===== src/rtl/compression_pkg.sv =====
// Shared types, field positions and word-format helpers for the compressed block packer.
package compression_pkg;

    localparam int unsigned OUT_WIDTH = 32;

    localparam int unsigned HDR_DC_LSB   = 0;
    localparam int unsigned HDR_MASK_LSB = 16;
    localparam int unsigned HDR_CNT_LSB  = 20;
    localparam int unsigned HDR_SEQ_LSB  = 24;

    localparam int unsigned CW_COEF_LSB  = 0;
    localparam int unsigned CW_IDX_LSB   = 16;
    localparam int unsigned CW_SLOT_LSB  = 24;

    // Fields are stored already extended to their on-wire widths.
    typedef struct packed {
        logic [15:0]      dc;
        logic [3:0][15:0] coef;
        logic [3:0][7:0]  index;
        logic [3:0]       mask;
        logic [2:0]       cnt;
        logic [7:0]       seq;
    } blk_rec_t;

    typedef enum logic [1:0] { IDLE, HEADER, COEF } pack_state_e;

    function automatic logic [2:0] popcount4(input logic [3:0] m);
        popcount4 = 3'(m[0]) + 3'(m[1]) + 3'(m[2]) + 3'(m[3]);
    endfunction

    function automatic logic any_set(input logic [3:0] mask, input int unsigned from);
        any_set = 1'b0;
        for (int unsigned k = 0; k < 4; k++)
            if (k >= from && mask[k]) any_set = 1'b1;
    endfunction

    // Lowest set mask bit at or above 'from'; meaningful only when any_set() is true.
    function automatic logic [1:0] first_set(input logic [3:0] mask, input int unsigned from);
        first_set = 2'd0;
        for (int unsigned k = 4; k > 0; k--)
            if (k - 1 >= from && mask[k - 1]) first_set = 2'(k - 1);
    endfunction

    function automatic logic [OUT_WIDTH-1:0] header_word(input blk_rec_t r);
        header_word = '0;
        header_word[HDR_DC_LSB +: 16]  = r.dc;
        header_word[HDR_MASK_LSB +: 4] = r.mask;
        header_word[HDR_CNT_LSB +: 3]  = r.cnt;
        header_word[HDR_SEQ_LSB +: 8]  = r.seq;
    endfunction

    function automatic logic [OUT_WIDTH-1:0] coef_word(input blk_rec_t r, input logic [1:0] k);
        coef_word = '0;
        coef_word[CW_COEF_LSB +: 16] = r.coef[k];
        coef_word[CW_IDX_LSB +: 8]   = r.index[k];
        coef_word[CW_SLOT_LSB +: 2]  = k;
    endfunction

endpackage


===== src/rtl/compressed_rec_fifo.sv =====
// Two-entry block record FIFO; exposes both entries so the packer can chain records without a bubble.
module compressed_rec_fifo
    import compression_pkg::*;
(
    input  logic     clk,
    input  logic     rst,
    input  logic     push_i,
    input  logic     pop_i,
    input  blk_rec_t wr_data_i,
    output blk_rec_t head_o,
    output blk_rec_t next_o,
    output logic [1:0] count_o,
    output logic     accept_o,
    output logic     drop_o
);

    blk_rec_t   mem_q [2];
    logic       wr_ptr_q, rd_ptr_q;
    logic [1:0] count_q;
    logic       pop_ok;

    assign pop_ok   = pop_i && (count_q != 2'd0);
    // A full buffer still takes a record when the head leaves on the same edge.
    assign accept_o = push_i && ((count_q != 2'd2) || pop_ok);
    assign drop_o   = push_i && !accept_o;
    assign head_o   = mem_q[rd_ptr_q];
    assign next_o   = mem_q[~rd_ptr_q];
    assign count_o  = count_q;

    always_ff @(posedge clk or negedge rst) begin
        if (!rst) begin
            wr_ptr_q <= 1'b0;
            rd_ptr_q <= 1'b0;
            count_q  <= 2'd0;
        end else begin
            if (accept_o) wr_ptr_q <= ~wr_ptr_q;
            if (pop_ok)   rd_ptr_q <= ~rd_ptr_q;
            if (accept_o && !pop_ok)      count_q <= count_q + 2'd1;
            else if (!accept_o && pop_ok) count_q <= count_q - 2'd1;
        end
    end

    always_ff @(posedge clk) begin
        if (accept_o) mem_q[wr_ptr_q] <= wr_data_i;
    end

endmodule


===== src/rtl/compressed_block_packer.sv =====
// Captures thresholded 8x8 block results and serialises each into a header plus non-zero coefficient words.
module compressed_block_packer
    import compression_pkg::*;
#(
    parameter int unsigned WIDTH       = 16,
    parameter int unsigned INDEX_WIDTH = 6
) (
    input  logic                          clk,
    input  logic                          rst,
    input  logic                          in_valid,
    input  logic signed [WIDTH-1:0]       in_dc,
    input  logic signed [WIDTH-1:0]       in_coef [4],
    input  logic [INDEX_WIDTH-1:0]        in_index [4],
    output logic                          out_valid,
    input  logic                          out_ready,
    output logic [OUT_WIDTH-1:0]          out_data,
    output logic                          out_last,
    output logic                          overflow,
    input  logic                          overflow_clr,
    output logic                          busy
);

    blk_rec_t       rec_in, cur, nxt, load_rec;
    logic [1:0]     count;
    logic           accept, drop, pop, fire, finish, load_en;
    logic           nx_found, last_after;
    logic [1:0]     nx_slot;
    int unsigned    scan_from;

    pack_state_e    state_q, state_d;
    logic [1:0]     slot_q, slot_d;
    logic [7:0]     seq_q;
    logic           out_valid_q, out_valid_d;
    logic           out_last_q, out_last_d;
    logic [OUT_WIDTH-1:0] out_data_q, out_data_d;
    logic           overflow_q;

    always_comb begin
        rec_in    = '0;
        rec_in.dc = 16'(in_dc);
        for (int unsigned k = 0; k < 4; k++) begin
            rec_in.coef[k]  = 16'(in_coef[k]);
            rec_in.index[k] = 8'(in_index[k]);
            rec_in.mask[k]  = (in_coef[k] != '0);
        end
        rec_in.cnt = popcount4(rec_in.mask);
        rec_in.seq = seq_q;
    end

    compressed_rec_fifo u_fifo (
        .clk       (clk),
        .rst       (rst),
        .push_i    (in_valid),
        .pop_i     (pop),
        .wr_data_i (rec_in),
        .head_o    (cur),
        .next_o    (nxt),
        .count_o   (count),
        .accept_o  (accept),
        .drop_o    (drop)
    );

    always_comb begin
        state_d     = state_q;
        slot_d      = slot_q;
        out_valid_d = out_valid_q;
        out_data_d  = out_data_q;
        out_last_d  = out_last_q;
        pop         = 1'b0;
        finish      = 1'b0;
        load_en     = 1'b0;
        load_rec    = cur;

        fire       = out_valid_q && out_ready;
        scan_from  = (state_q == COEF) ? 32'(slot_q) + 32'd1 : 32'd0;
        nx_found   = any_set(cur.mask, scan_from);
        nx_slot    = first_set(cur.mask, scan_from);
        last_after = !any_set(cur.mask, 32'(nx_slot) + 32'd1);

        case (state_q)
            // An empty buffer forwards the arriving record straight to the output register.
            IDLE: begin
                if (count != 2'd0) begin
                    load_en  = 1'b1;
                    load_rec = cur;
                end else if (in_valid) begin
                    load_en  = 1'b1;
                    load_rec = rec_in;
                end
            end
            HEADER, COEF: begin
                if (fire) begin
                    if (nx_found) begin
                        state_d    = COEF;
                        slot_d     = nx_slot;
                        out_data_d = coef_word(cur, nx_slot);
                        out_last_d = last_after;
                    end else begin
                        pop    = 1'b1;
                        finish = 1'b1;
                    end
                end
            end
            default: state_d = IDLE;
        endcase

        // Successor is the second buffered entry, or a record arriving on the pop edge.
        if (finish) begin
            if (count == 2'd2 || in_valid) begin
                load_en  = 1'b1;
                load_rec = (count == 2'd2) ? nxt : rec_in;
            end else begin
                state_d     = IDLE;
                out_valid_d = 1'b0;
                out_last_d  = 1'b0;
            end
        end

        if (load_en) begin
            state_d     = HEADER;
            out_valid_d = 1'b1;
            out_data_d  = header_word(load_rec);
            out_last_d  = (load_rec.cnt == 3'd0);
        end
    end

    always_ff @(posedge clk or negedge rst) begin
        if (!rst) begin
            state_q     <= IDLE;
            slot_q      <= 2'd0;
            seq_q       <= 8'd0;
            out_valid_q <= 1'b0;
            out_data_q  <= '0;
            out_last_q  <= 1'b0;
            overflow_q  <= 1'b0;
        end else begin
            state_q     <= state_d;
            slot_q      <= slot_d;
            out_valid_q <= out_valid_d;
            out_data_q  <= out_data_d;
            out_last_q  <= out_last_d;
            if (accept) seq_q <= seq_q + 8'd1;
            if (drop)              overflow_q <= 1'b1;
            else if (overflow_clr) overflow_q <= 1'b0;
        end
    end

    assign out_valid = out_valid_q;
    assign out_data  = out_data_q;
    assign out_last  = out_last_q;
    assign overflow  = overflow_q;
    assign busy      = (count != 2'd0);

endmodule


===== config.mk =====
export PLATFORM = sky130hd
export DESIGN_NAME = compressed_block_packer
export DESIGN_NICKNAME = d
export VERILOG_FILES = /design/src/rtl/compression_pkg.sv /design/src/rtl/compressed_rec_fifo.sv /design/src/rtl/compressed_block_packer.sv
export SDC_FILE = /design/constraint.sdc
export NUM_CORES = 1
export LEC_CHECK = 0
export ABC_AREA = 1
export CAP_MARGIN = 5
export CORE_UTILIZATION = 45
export CTS_CLUSTER_SIZE = 12
export DETAILED_ROUTE_END_ITERATION = 10
export PLACE_DENSITY = 0.65
export SETUP_SLACK_MARGIN = 0.02
export SYNTH_ARGS = -nofsm -noshare
export SYNTH_HDL_FRONTEND = slang
export SYNTH_HIERARCHICAL = 1
export SYNTH_SLANG_ARGS = --single-unit

===== constraint.sdc =====
create_clock -name clk -period 10.55 [get_ports clk]
set_input_delay 1.5825 -clock clk [delete_from_list [all_inputs] [get_ports clk]]
set_output_delay 1.5825 -clock clk [all_outputs]
set_load 0.005 [all_outputs]

==> results of run 1 <==
## stage by stage
step                total power, W  utilization  cells  hold slack, ps  setup WS, ps
floorplan                 0.003106            -   1587           441.9          2136
global placement          0.003699       0.5133   2071           450.1          5208
finish                    0.004820       0.5454   2131           481.2          5375
detailed placement        0.003743       0.5133   2071           464.3          5160
CTS                       0.004852       0.5454   2131           480.1          5391
global route              0.005163       0.5454   2131           513.7          4942
## final cells by class
cell class / instances / area share
Tap cell: 402 / 0.02908
Clock inverter: 10 / 0.005063
Timing Repair Buffer: 157 / 0.08868
Sequential cell: 305 / 0.5147
Clock buffer: 50 / 0.05382
Multi-Input combinational cell: 984 / 0.2598
Inverter: 223 / 0.04882
## flip-flops by register name, indices dropped and copies added (netlist names), 2 cells and up
| name | flops |
|---|---|
| slot_q | 2 |
| u_fifo/count_o | 2 |
| out_data | 32 |
| seq_q | 8 |
| state_q | 2 |
| u_fifo/mem_q | 254 |
## cell usage in the layout, fill, tap and decap left out, types with 5 or more instances in the layout
| cell | count |
|---|---|
| sky130_fd_sc_hd__nor2_1 | 86 |
| sky130_fd_sc_hd__clkbuf_1 | 14 |
| sky130_fd_sc_hd__xor2_1 | 7 |
| sky130_fd_sc_hd__buf_4 | 13 |
| sky130_fd_sc_hd__conb_1 | 16 |
| sky130_fd_sc_hd__clkinv_1 | 5 |
| sky130_fd_sc_hd__o21ai_0 | 175 |
| sky130_fd_sc_hd__edfxtp_1 | 254 |
| sky130_fd_sc_hd__nand2_1 | 466 |
| sky130_fd_sc_hd__a21oi_1 | 44 |
| sky130_fd_sc_hd__clkbuf_16 | 34 |
| sky130_fd_sc_hd__and2_1 | 10 |
| sky130_fd_sc_hd__nand3b_1 | 16 |
| sky130_fd_sc_hd__nand4_1 | 10 |
| sky130_fd_sc_hd__nand3_1 | 64 |
| sky130_fd_sc_hd__o21ai_1 | 51 |
| sky130_fd_sc_hd__inv_1 | 217 |
| sky130_fd_sc_hd__ha_1 | 9 |
| sky130_fd_sc_hd__o211ai_1 | 7 |
| sky130_fd_sc_hd__dfrtp_1 | 51 |
| sky130_fd_sc_hd__clkdlybuf4s50_1 | 143 |
## worst min path at each step
stage,start,end,slack [ps],cells past startpoint
2_1_floorplan,u_fifo/wr_ptr_q$_DFFE_PN0N_,u_fifo/wr_ptr_q$_DFFE_PN0N_,440,2
3_3_place_gp,seq_q[7]$_DFFE_PN0P_,u_fifo/mem_q[1][7]$_DFFE_PP_,450,0
3_5_place_dp,u_fifo/wr_ptr_q$_DFFE_PN0N_,u_fifo/wr_ptr_q$_DFFE_PN0N_,460,2
4_1_cts,u_fifo/wr_ptr_q$_DFFE_PN0N_,u_fifo/wr_ptr_q$_DFFE_PN0N_,480,2
5_1_grt,u_fifo/wr_ptr_q$_DFFE_PN0N_,u_fifo/wr_ptr_q$_DFFE_PN0N_,510,2
6_report,out_data[24]$_DFFE_PN0P_,out_data[24]$_DFFE_PN0P_,480,2
## critical path: cells and delay by family, from the launching register on
kind            cells  cell delay [ps]
buf+inv             7             3020
compound gates      2              530
flops               1              420
simple gates        5              710
## metal layers
layer | GRT usage | part of all wire | up-vias
met4 | 0.07898 | 0.029 | 0
met3 | 0.03670 | 0.071 | 68
met1 | 0.3087 | 0.44 | 5162
li1 | - | - | 5381
met5 | 0 | 0 | -
met2 | 0.3643 | 0.46 | 407
## power by group through the flow
| stage | sequential, W | combinational [W] | clock [W] |
|---|---|---|---|
| after global routing | 0.00185 | 0.00215 | 0.00117 |
| after CTS | 0.00182 | 0.00191 | 0.00112 |
| after floorplan | 0.00184 | 0.00126 | 0 |
| final | 0.00182 | 0.00191 | 0.00110 |
| after detailed placement | 0.00184 | 0.00190 | 0 |
| after global placement | 0.00183 | 0.00187 | 0 |
==> impl_metrics.ini, run 1 <==
[run_status]
outcome = complete, no violations

[clocking]
cts_max_level = 2
cts_buffers = 34
clkLatencyLatePin_ps = 520
cts_post_setup_buffers_inserted = 0
clk_pin_slew_worst_paths_ps = 60
cts_root_buffer = sky130_fd_sc_hd__clkbuf_16
clock_path_buffers = 3
cts_tree = yes
cts_hold_repair.buffers = 0
cts.sinks = 305
post_cts_resized = 0

[yosys]
syn_area_per_cell_um2 = 9.255
synthesized_cell_area_um2 = 14550
syn_inst = 1572
yosys_warnings = 6

[worst_setup_path]
setup.worst_path.start_class = flip-flop
worst_setup_path_startpoint = u_fifo/rd_ptr_q$_DFFE_PN0P_
timing.critical_path.slowest_stage_cell = sky130_fd_sc_hd__buf_4
end_kind = flip-flop
reg2reg_setup_slack_ps = 5370
cpPeakStageDelay_ps = 820
setup.worst_path.end = u_fifo/mem_q[1][62]$_DFFE_PP_
worst-endpoint-required_ps = 10690
worst_r2r_endpoint = u_fifo/mem_q[1][62]$_DFFE_PP_
worstPathCellList = inv_6 > buf_4 > o21ai_0 > nand2_1 > inv_1 > a21oi_1 > nand3_2 > inv_1 > inv_1 > nand3_1 > nand2_1 > nor2_4 > buf_4 > buf_4
worst-setup-path-type = flip-flop to flip-flop
r2r_cells = 14
crit_path_max_fanout = 90
worst_path_arrival_time_ps = 5320
rr_startpoint = u_fifo/rd_ptr_q$_DFFE_PN0P_

[sta]
final_max_slew_viol_count = 0
timing.final.crit_period_ps = 5175
timing.clock.skew_ps = 17.11
slew_headroom = 0.2733
fmax_mhz = 193.2
timing.final.setup_violations = 0
timing.final.crit_share = 0.4905
worst_slew_pin_slew_ps = 1090
totalNegativeSetupSlack_ps = 0
rsz0062_at_grt = false
report.final.hold_viol_count = 0

[pwr]
power_density_over_cell_area_nw_per_um2 = 278.7
power.switching_fraction = 0.3900
power.internal_w = 0.002940
power.sequential.fraction = 0.377
p_comb_frac = 0.396
netSwitchingPower_w = 0.001880
cellLeakagePower_nw = 7.352
power_frac_clock = 0.228
max-vdd-ir-drop_mv = 0.1600

[global_route]
overflow = 0
largest_net_degree_at_the_start_of_global_routing = 91
antenna_found_initial = 0
vias_in_the_first_global_route = 10590
grt_util_all_layers = 0.2255
global_route_wire_length_before_repair_um = 57290

[finish]
area.sequential_um2 = 8904
n_fill_cell = 2789
layout.nets = 1824
number_of_diodes_added_for_antenna_fixing = 0
finalInstanceArea_um2 = 17300
multi_input_gate_area_in_the_final_layout_um2 = 4494
area_delta_synth_final_pct = 18.89
proportion_of_layout_cells_with_a_drive_suffix_above_1 = 0.04453

[die]
core_area_um2 = 31720
initial_utilization = 0.4587
row_count = 65
design.portCount = 145
die_h_um = 181.8
die-width_um = 181.8
design.die.area_um2 = 33050

[drt]
drt.antenna.violating_nets = 0
routed_wirelength_um = 36680
via_count = 11020
dr.first_iter.drc_count = 1041
vias_per_cell = 5.170
route.detailed.wl_per_inst_um = 17.21
post-route-drc-count = 0
dr.pass1.iters = 6

[placed_design]
placed_cell_area_um2 = 16280
routability_congestion = 0.8362
io_buffer_count = 144
hpwl_um = 23370

[worst_hold_path]
worst_hold_path_type = flip-flop to flip-flop

[run]
max_cap_violations = 0
No activity file was read; power rests on OpenSTA's default activity.
==> run 2, diff against run 1 <==
clock period = 5 ns   (was 10.55 ns; I/O delays follow)
==> impl_metrics.ini, run 2 (synthesized netlist as in run 1, its figures left out) <==
[run_status]
outcome = complete, no violations

[global_route]
overflow = 0
grt_util_all_layers = 0.2234
antenna_found_initial = 0
vias_in_the_first_global_route = 10350
global_route_wire_length_before_repair_um = 56440
largest_net_degree_at_the_start_of_global_routing = 105

[sta]
timing.final.crit_period_ps = 3461
report.final.hold_viol_count = 0
totalNegativeSetupSlack_ps = 0
worst_slew_pin_slew_ps = 1049
timing.final.setup_violations = 0
fmax_mhz = 288.9
timing.final.crit_share = 0.6922
final_max_slew_viol_count = 0
slew_headroom = 0.2984
postLayoutSetupSlackWorst_ps = 1539
hold_slack_ps = 375.3
timing.clock.skew_ps = 13.90
rsz0062_at_grt = false

[pwr]
cellLeakagePower_nw = 7.435
max-vdd-ir-drop_mv = 0.2897
power.internal_w = 0.006385
power.sequential.fraction = 0.367
power_density_over_cell_area_nw_per_um2 = 593.3
netSwitchingPower_w = 0.003986
power_frac_clock = 0.237
power.switching_fraction = 0.3844
p_comb_frac = 0.396

[die]
die-width_um = 181.8
initial_utilization = 0.4587
design.die.area_um2 = 33050
row_count = 65
core_area_um2 = 31720
design.portCount = 145
die_h_um = 181.8

[finish]
layout.nets = 1831
n_fill_cell = 2811
largest-register = u_fifo/mem_q
most_common_cell_after_layout_fill_and_taps_aside = sky130_fd_sc_hd__nand2_1
finish.utilization = 0.5512
largest_reg_flops = 254
most_frequent_cells_in_the_layout = sky130_fd_sc_hd__nand2_1, sky130_fd_sc_hd__edfxtp_1, sky130_fd_sc_hd__inv_1
finalInstanceArea_um2 = 17480
area_delta_synth_final_pct = 20.16
proportion_of_layout_cells_with_a_drive_suffix_above_1 = 0.05003

[clocking]
cts_tree = yes
cts_post_setup_buffers_inserted = 0
clkLatencyLatePin_ps = 510
cts_buffers = 35
cts_max_level = 2
post_cts_resized = 0
clock_path_buffers = 3
clk_pin_slew_worst_paths_ps = 60
cts_hold_repair.buffers = 0
cts.sinks = 305
cts_root_buffer = sky130_fd_sc_hd__clkbuf_16

[worst_setup_path]
r2r_cells = 14
worst-endpoint-required_ps = 5410
rr_startpoint = u_fifo/rd_ptr_q$_DFFE_PN0P_
end_kind = flip-flop
worst_r2r_endpoint = out_last$_DFF_PN0_
worst_path_arrival_time_ps = 3870
crit_path_max_fanout = 71
worst-setup-path-type = flip-flop to flip-flop
setup.worst_path.start_class = flip-flop
reg2reg_setup_slack_ps = 1540

[drt]
routed_wirelength_um = 36220
dr.pass1.iters = 5
drt.antenna.violating_nets = 0
vias_per_cell = 5.083
route.detailed.wl_per_inst_um = 16.90
dr.first_iter.drc_count = 976
via_count = 10890
post-route-drc-count = 0

[run]
max_cap_violations = 0

[placed_design]
routability_congestion = 0.8556
hpwl_um = 23870
placed_cell_area_um2 = 16370
io_buffer_count = 144
worst_case_setup_slack_after_placement_ps = 1358

[worst_hold_path]
worst_hold_path_type = input port to asynchronous set/reset pin
==> run 2: how the worst max path moves through the flow <==
stage                                            from                        endpoint
final                     u_fifo/rd_ptr_q$_DFFE_PN0P_              out_last$_DFF_PN0_
after global routing      u_fifo/rd_ptr_q$_DFFE_PN0P_              out_last$_DFF_PN0_
after global placement                      out_ready  u_fifo/mem_q[0][102]$_DFFE_PP_
after floorplan           u_fifo/rd_ptr_q$_DFFE_PN0P_    u_fifo/mem_q[0][0]$_DFFE_PP_
after detailed placement                    out_ready  u_fifo/mem_q[0][102]$_DFFE_PP_
after CTS                 u_fifo/rd_ptr_q$_DFFE_PN0P_              out_last$_DFF_PN0_
==> run 2: cell type report <==
cell class,count,area [um2],area share
multi-input combinational,984,4494,0.2571
sequential,305,8904,0.5093
inverter,223,844.6,0.04831
antenna,2,5.005,0.0002863
timing repair buffer,163,1629,0.09319
tap,402,503.0,0.02877
clock buffer,58,1012,0.05790
clock inverter,6,90.09,0.005153
==> run 2: power groups by stage <==
stage / Clock, W / Combinational [W] / Sequential (W)
after floorplan: 0 / 0.00267 / 0.00385
after global placement: 0 / 0.00406 / 0.00384
after detailed placement: 0 / 0.00412 / 0.00386
after CTS: 0.00251 / 0.00414 / 0.00381
after global routing: 0.00262 / 0.00461 / 0.00388
final: 0.00246 / 0.00410 / 0.00381
==> run 2: routing by layer <==
layer  global-route usage  wire length, um  vias up
met5                    0                0        -
met4              0.08881             1166        0
met3              0.03991             2443       69
met2               0.3583            16650      381
met1               0.3014            15970     5033
li1                     -                -     5410
==> run 2: worst max-delay path, cell delays in order (launching register included) <==
cell and delay (ps):
sky130_fd_sc_hd__dfrtp_1 420, sky130_fd_sc_hd__inv_6 390, sky130_fd_sc_hd__nand2_1 90, sky130_fd_sc_hd__o21ai_0 140, sky130_fd_sc_hd__inv_1 110, sky130_fd_sc_hd__a21oi_1 180, sky130_fd_sc_hd__nand2_1 90, sky130_fd_sc_hd__nand2_1 70
sky130_fd_sc_hd__nand2_1 70, sky130_fd_sc_hd__nand2_2 760, sky130_fd_sc_hd__inv_1 420, sky130_fd_sc_hd__o21ai_0 300, sky130_fd_sc_hd__nand3_1 110, sky130_fd_sc_hd__nand2_1 110, sky130_fd_sc_hd__nand2_1 60
==> run 2: per-stage QoR <==
step | power, W | instances
after floorplan | 0.006521 | 1587
after global placement | 0.007900 | 2077
after detailed placement | 0.007983 | 2077
after CTS | 0.01046 | 2141
after global routing | 0.01111 | 2141
final | 0.01037 | 2143
==> edit 1: new RTL, config.mk and constraints of run 2 <==
Encoding of `pack_state_e`: now one-hot (3 bits for 3 states).
--- a/src/rtl/compression_pkg.sv
+++ b/src/rtl/compression_pkg.sv
@@ -22,7 +22,7 @@
         logic [7:0]       seq;
     } blk_rec_t;
 
-    typedef enum logic [1:0] { IDLE, HEADER, COEF } pack_state_e;
+    typedef enum logic [2:0] { IDLE = 3'b001, HEADER = 3'b010, COEF = 3'b100 } pack_state_e;
 
     function automatic logic [2:0] popcount4(input logic [3:0] m);
         popcount4 = 3'(m[0]) + 3'(m[1]) + 3'(m[2]) + 3'(m[3]);
Behaviour: same outputs for any inputs over 4 cycles, from zero or initial values and one cycle with rst low; so few cycles prove little.
==> edit 1 against run 2 <==
Total power shrank 12%; sequential cell count grew 1; maximum frequency shrank 3.8%; design area shrank 0.92%; worst setup slack lost 140 ps; critical endpoint is now u_fifo/mem_q[1][79]; synthesized area shrank 0.12%; via count shrank 2.0%; sequential power is essentially flat; largest cell class unchanged; wire length shrank 4.2%.
==> edit 1: results <==
{
  "grt_pass1_wl_mm": 55.0,
  "track_usage_pct": 21.4,
  "drt-wirelength-per-cell_um": 16.5,
  "n_fill_cell": 2772,
  "vias": 10680,
  "slew_headroom_pct": 42.7,
  "holdWs_ps": 386,
  "num_antenna_cells": 0,
  "final_layout_size_suffix_gt1_share_pct": 5.81,
  "gp_congestion": 0.835,
  "numCtsBuffers": 34,
  "instances_no_fill": 2106,
  "postPlaceCellArea_mm2": 0.0163,
  "leakage_nw": 7.40,
  "drtIter0Drc": 1050,
  "hpwl_mm": 22.9,
  "avgSynthCellArea_um2": 9.38,
  "path_max_fanout": 71,
  "drt_first_pass_iters": 8,
  "grt_max_degree": 103,
  "status": "finished, final reports clean",
  "cp.arrival_ps": 3780,
  "fin_worst_skew_ps": 14.0,
  "r2r-end": "u_fifo/mem_q[1][79]",
  "r2r_slack_ps": 1400,
  "cts_buffer_depth": 3,
  "nNetsFinal": 1799,
  "grt_pass1_vias": 10037,
  "vdd.ir_drop.worst_uv": 252
}
-- edit 1: layout make-up --
| cell class | count | area, um^2 | area share [%] |
|---|---|---|---|
| multi-input cells | 981 | 4520 | 26.1 |
| flip-flops and latches | 306 | 8930 | 51.6 |
| clock inverters | 9 | 68.8 | 0.397 |
| inverters | 202 | 769 | 4.44 |
| well taps | 402 | 503 | 2.90 |
| clock buffers | 47 | 921 | 5.32 |
| repair buffers | 159 | 1610 | 9.30 |
-- edit 1: worst max path at each step --
stage / start / endpoint / slack (ps)
floorplan: u_fifo/rd_ptr_q / u_fifo/mem_q[0][0] / 130
global placement: out_ready / u_fifo/mem_q[1][70] / 1430
detailed placement: out_ready / u_fifo/mem_q[1][69] / 1400
CTS: u_fifo/rd_ptr_q / u_fifo/mem_q[1][79] / 1440
global route: u_fifo/rd_ptr_q / u_fifo/mem_q[1][82] / 1130
finish: u_fifo/rd_ptr_q / u_fifo/mem_q[1][79] / 1400
-- edit 1: report_power, final --
group	internal (mW)	leakage [nW]	switching [mW]
logic	1.06	3.95	1.96
registers	3.54	2.97	0.264
clock network	1.33	0.482	0.940
-- edit 1: per-layer routing --
layer,wire length (um),share of wire (%),global-route usage (%),vias to the layer above
li1,-,-,-,5295
met1,15100,44,30.6,4942
met4,726,2.1,5.63,0
met3,2630,7.6,3.09,54
met5,0,0,0,-
met2,16200,47,34.4,389
-- edit 1: critical path: stages, from the launching register on --
cell     delay (ps)
dfrtp_1         420
inv_6           370
o21ai_0         280
inv_1           170
a21oi_4         100
nor2_4          220
nand2_1         130
inv_1           160
inv_1            60
nand3_1         120
nand2_1         130
nor2_4          650
buf_4           410
==> edit 2: new RTL, settings of run 2 <==
Made on the original files. Set the package constant `HDR_MASK_LSB` to 15 (it was 16).
--- a/src/rtl/compression_pkg.sv
+++ b/src/rtl/compression_pkg.sv
@@ -4,7 +4,7 @@
     localparam int unsigned OUT_WIDTH = 32;
 
     localparam int unsigned HDR_DC_LSB   = 0;
-    localparam int unsigned HDR_MASK_LSB = 16;
+    localparam int unsigned HDR_MASK_LSB = 15;
     localparam int unsigned HDR_CNT_LSB  = 20;
     localparam int unsigned HDR_SEQ_LSB  = 24;
 
Behaviour: not the same (Yosys sat finds a counterexample within 4 cycles, from zero or initial values and one cycle with rst low).
==> edit 2 against run 2 <==
Total power fell by 5.0%; die area decreased by 0.87%; wire length fell by 3.2%; worst setup slack got worse by 320 ps; critical path type unchanged; via count shrank 1.3%; design area is 2.1% lower; critical path depth is 2 higher; synthesized area shrank 0.88%; sequential cell count decreased by 2.
==> edit 2: results <==
{
  "cts_resized": 0,
  "leakage_nw": 7.30,
  "top_register": "u_fifo/mem_q",
  "vdd.ir_drop.worst_uv": 314,
  "grt_pass1_vias": 10258,
  "cts_buffer_depth": 3,
  "clk-insertion-delay-late_ps": 560,
  "crit_start": "u_fifo/rd_ptr_q",
  "path_max_fanout": 61,
  "yosys_warnings": 6,
  "grt_pass1_wl_mm": 55.7,
  "r2r-end": "out_data[22]",
  "final_layout_size_suffix_gt1_share_pct": 4.81,
  "holdWs_ps": 320,
  "netlist_area_mm2": 0.0144,
  "cp.arrival_ps": 4230,
  "status": "finished, final reports clean",
  "num_antenna_cells": 0,
  "hold_class": "in2async",
  "gp_congestion": 0.819,
  "track_usage_pct": 21.5,
  "antenna_found_initial": 0,
  "cts_setup_buffers": 0,
  "grt_max_degree": 127,
  "n_fill_cell": 2760,
  "cts_max_level": 1,
  "setup_viol": 0,
  "place_ws_ps": 1190,
  "drt-wirelength-per-cell_um": 16.6,
  "cts-root-buf": "clkbuf_16",
  "nNetsFinal": 1800,
  "worstMarginPinSlew_ps": 982,
  "clkTransAtPathRegs_ps": 60,
  "largest_reg_flops": 252,
  "fin_worst_skew_ps": 8.32,
  "vias": 10752,
  "io_buffers": 143,
  "hpwl_mm": 21.7,
  "numCtsBuffers": 31,
  "drt_first_pass_iters": 6,
  "rr_worst_depth": 16,
  "drtIter0Drc": 1067
}
edit 2: cell count changes in the layout (fill, tap and decap cells not counted), sizes merged, moves of 2 or more:
cell	delta
clkinv	+5
nand4	-2
nand2	-2
diode	-2
bufinv	-2
a21oi	-2
nor3	+2
nor2	-7
clkbuf	-8
buf	-5
inv	-3
edfxtp	-2
nand3	-4
edit 2: worst max path at each step:
stage / endpoint / slack (ps) / cells past startpoint
global placement: out_data[22] / 1300 / 16
global route: out_data[23] / 890 / 14
CTS: out_data[22] / 1170 / 16
finish: out_data[22] / 1220 / 16
floorplan: u_fifo/mem_q[0][0] / 260 / 13
detailed placement: out_data[22] / 1190 / 16
edit 2: layer usage:
metal  up-vias  track usage (%)  routed length [um]
met5         -                0                   0
met4         0             6.03                 686
met3        53             3.06                2300
met2       339             34.7               16200
met1      5063             30.5               15800
li1       5297                -                   -
edit 2: power by group:
group | leakage [nW] | internal (mW) | total, mW | switching (mW)
logic | 3.90 | 1.31 | 3.92 | 2.62
clock network | 0.455 | 1.22 | 2.15 | 0.930
registers | 2.94 | 3.52 | 3.78 | 0.266
total | 7.30 | 6.04 | 9.85 | 3.81
edit 2: critical path, cell delays in order, from the launching register on:
cell,delay (ps)
dfrtp_1,420
inv_6,340
nand2_1,80
o21ai_0,140
inv_1,110
a21oi_1,230
nand2_1,120
nand2_1,90
nand2_2,280
nand2_2,830
inv_1,490
nand2_1,150
nand2_1,60
nand2_1,50
nand3_1,100
nand2_1,100
nand2_1,50
edit 2: area by class of cell:
type / instances / area, um^2 / area share (%)
repair buffers: 157 / 1570 / 9.16
inverters: 222 / 843 / 4.93
multi-input cells: 966 / 4430 / 25.9
flip-flops and latches: 303 / 8840 / 51.7
well taps: 402 / 503 / 2.94
clock inverters: 7 / 35.0 / 0.205
clock buffers: 50 / 897 / 5.24
edit 2: stage by stage:
step                area (um^2)  power [mW]  instances
finish                    17100        9.85       2107
global route              17100        10.6       2107
CTS                       17100        9.91       2107
detailed placement        16200        7.75       2050
global placement          16200        7.65       2050
floorplan                 14500        6.47       1566
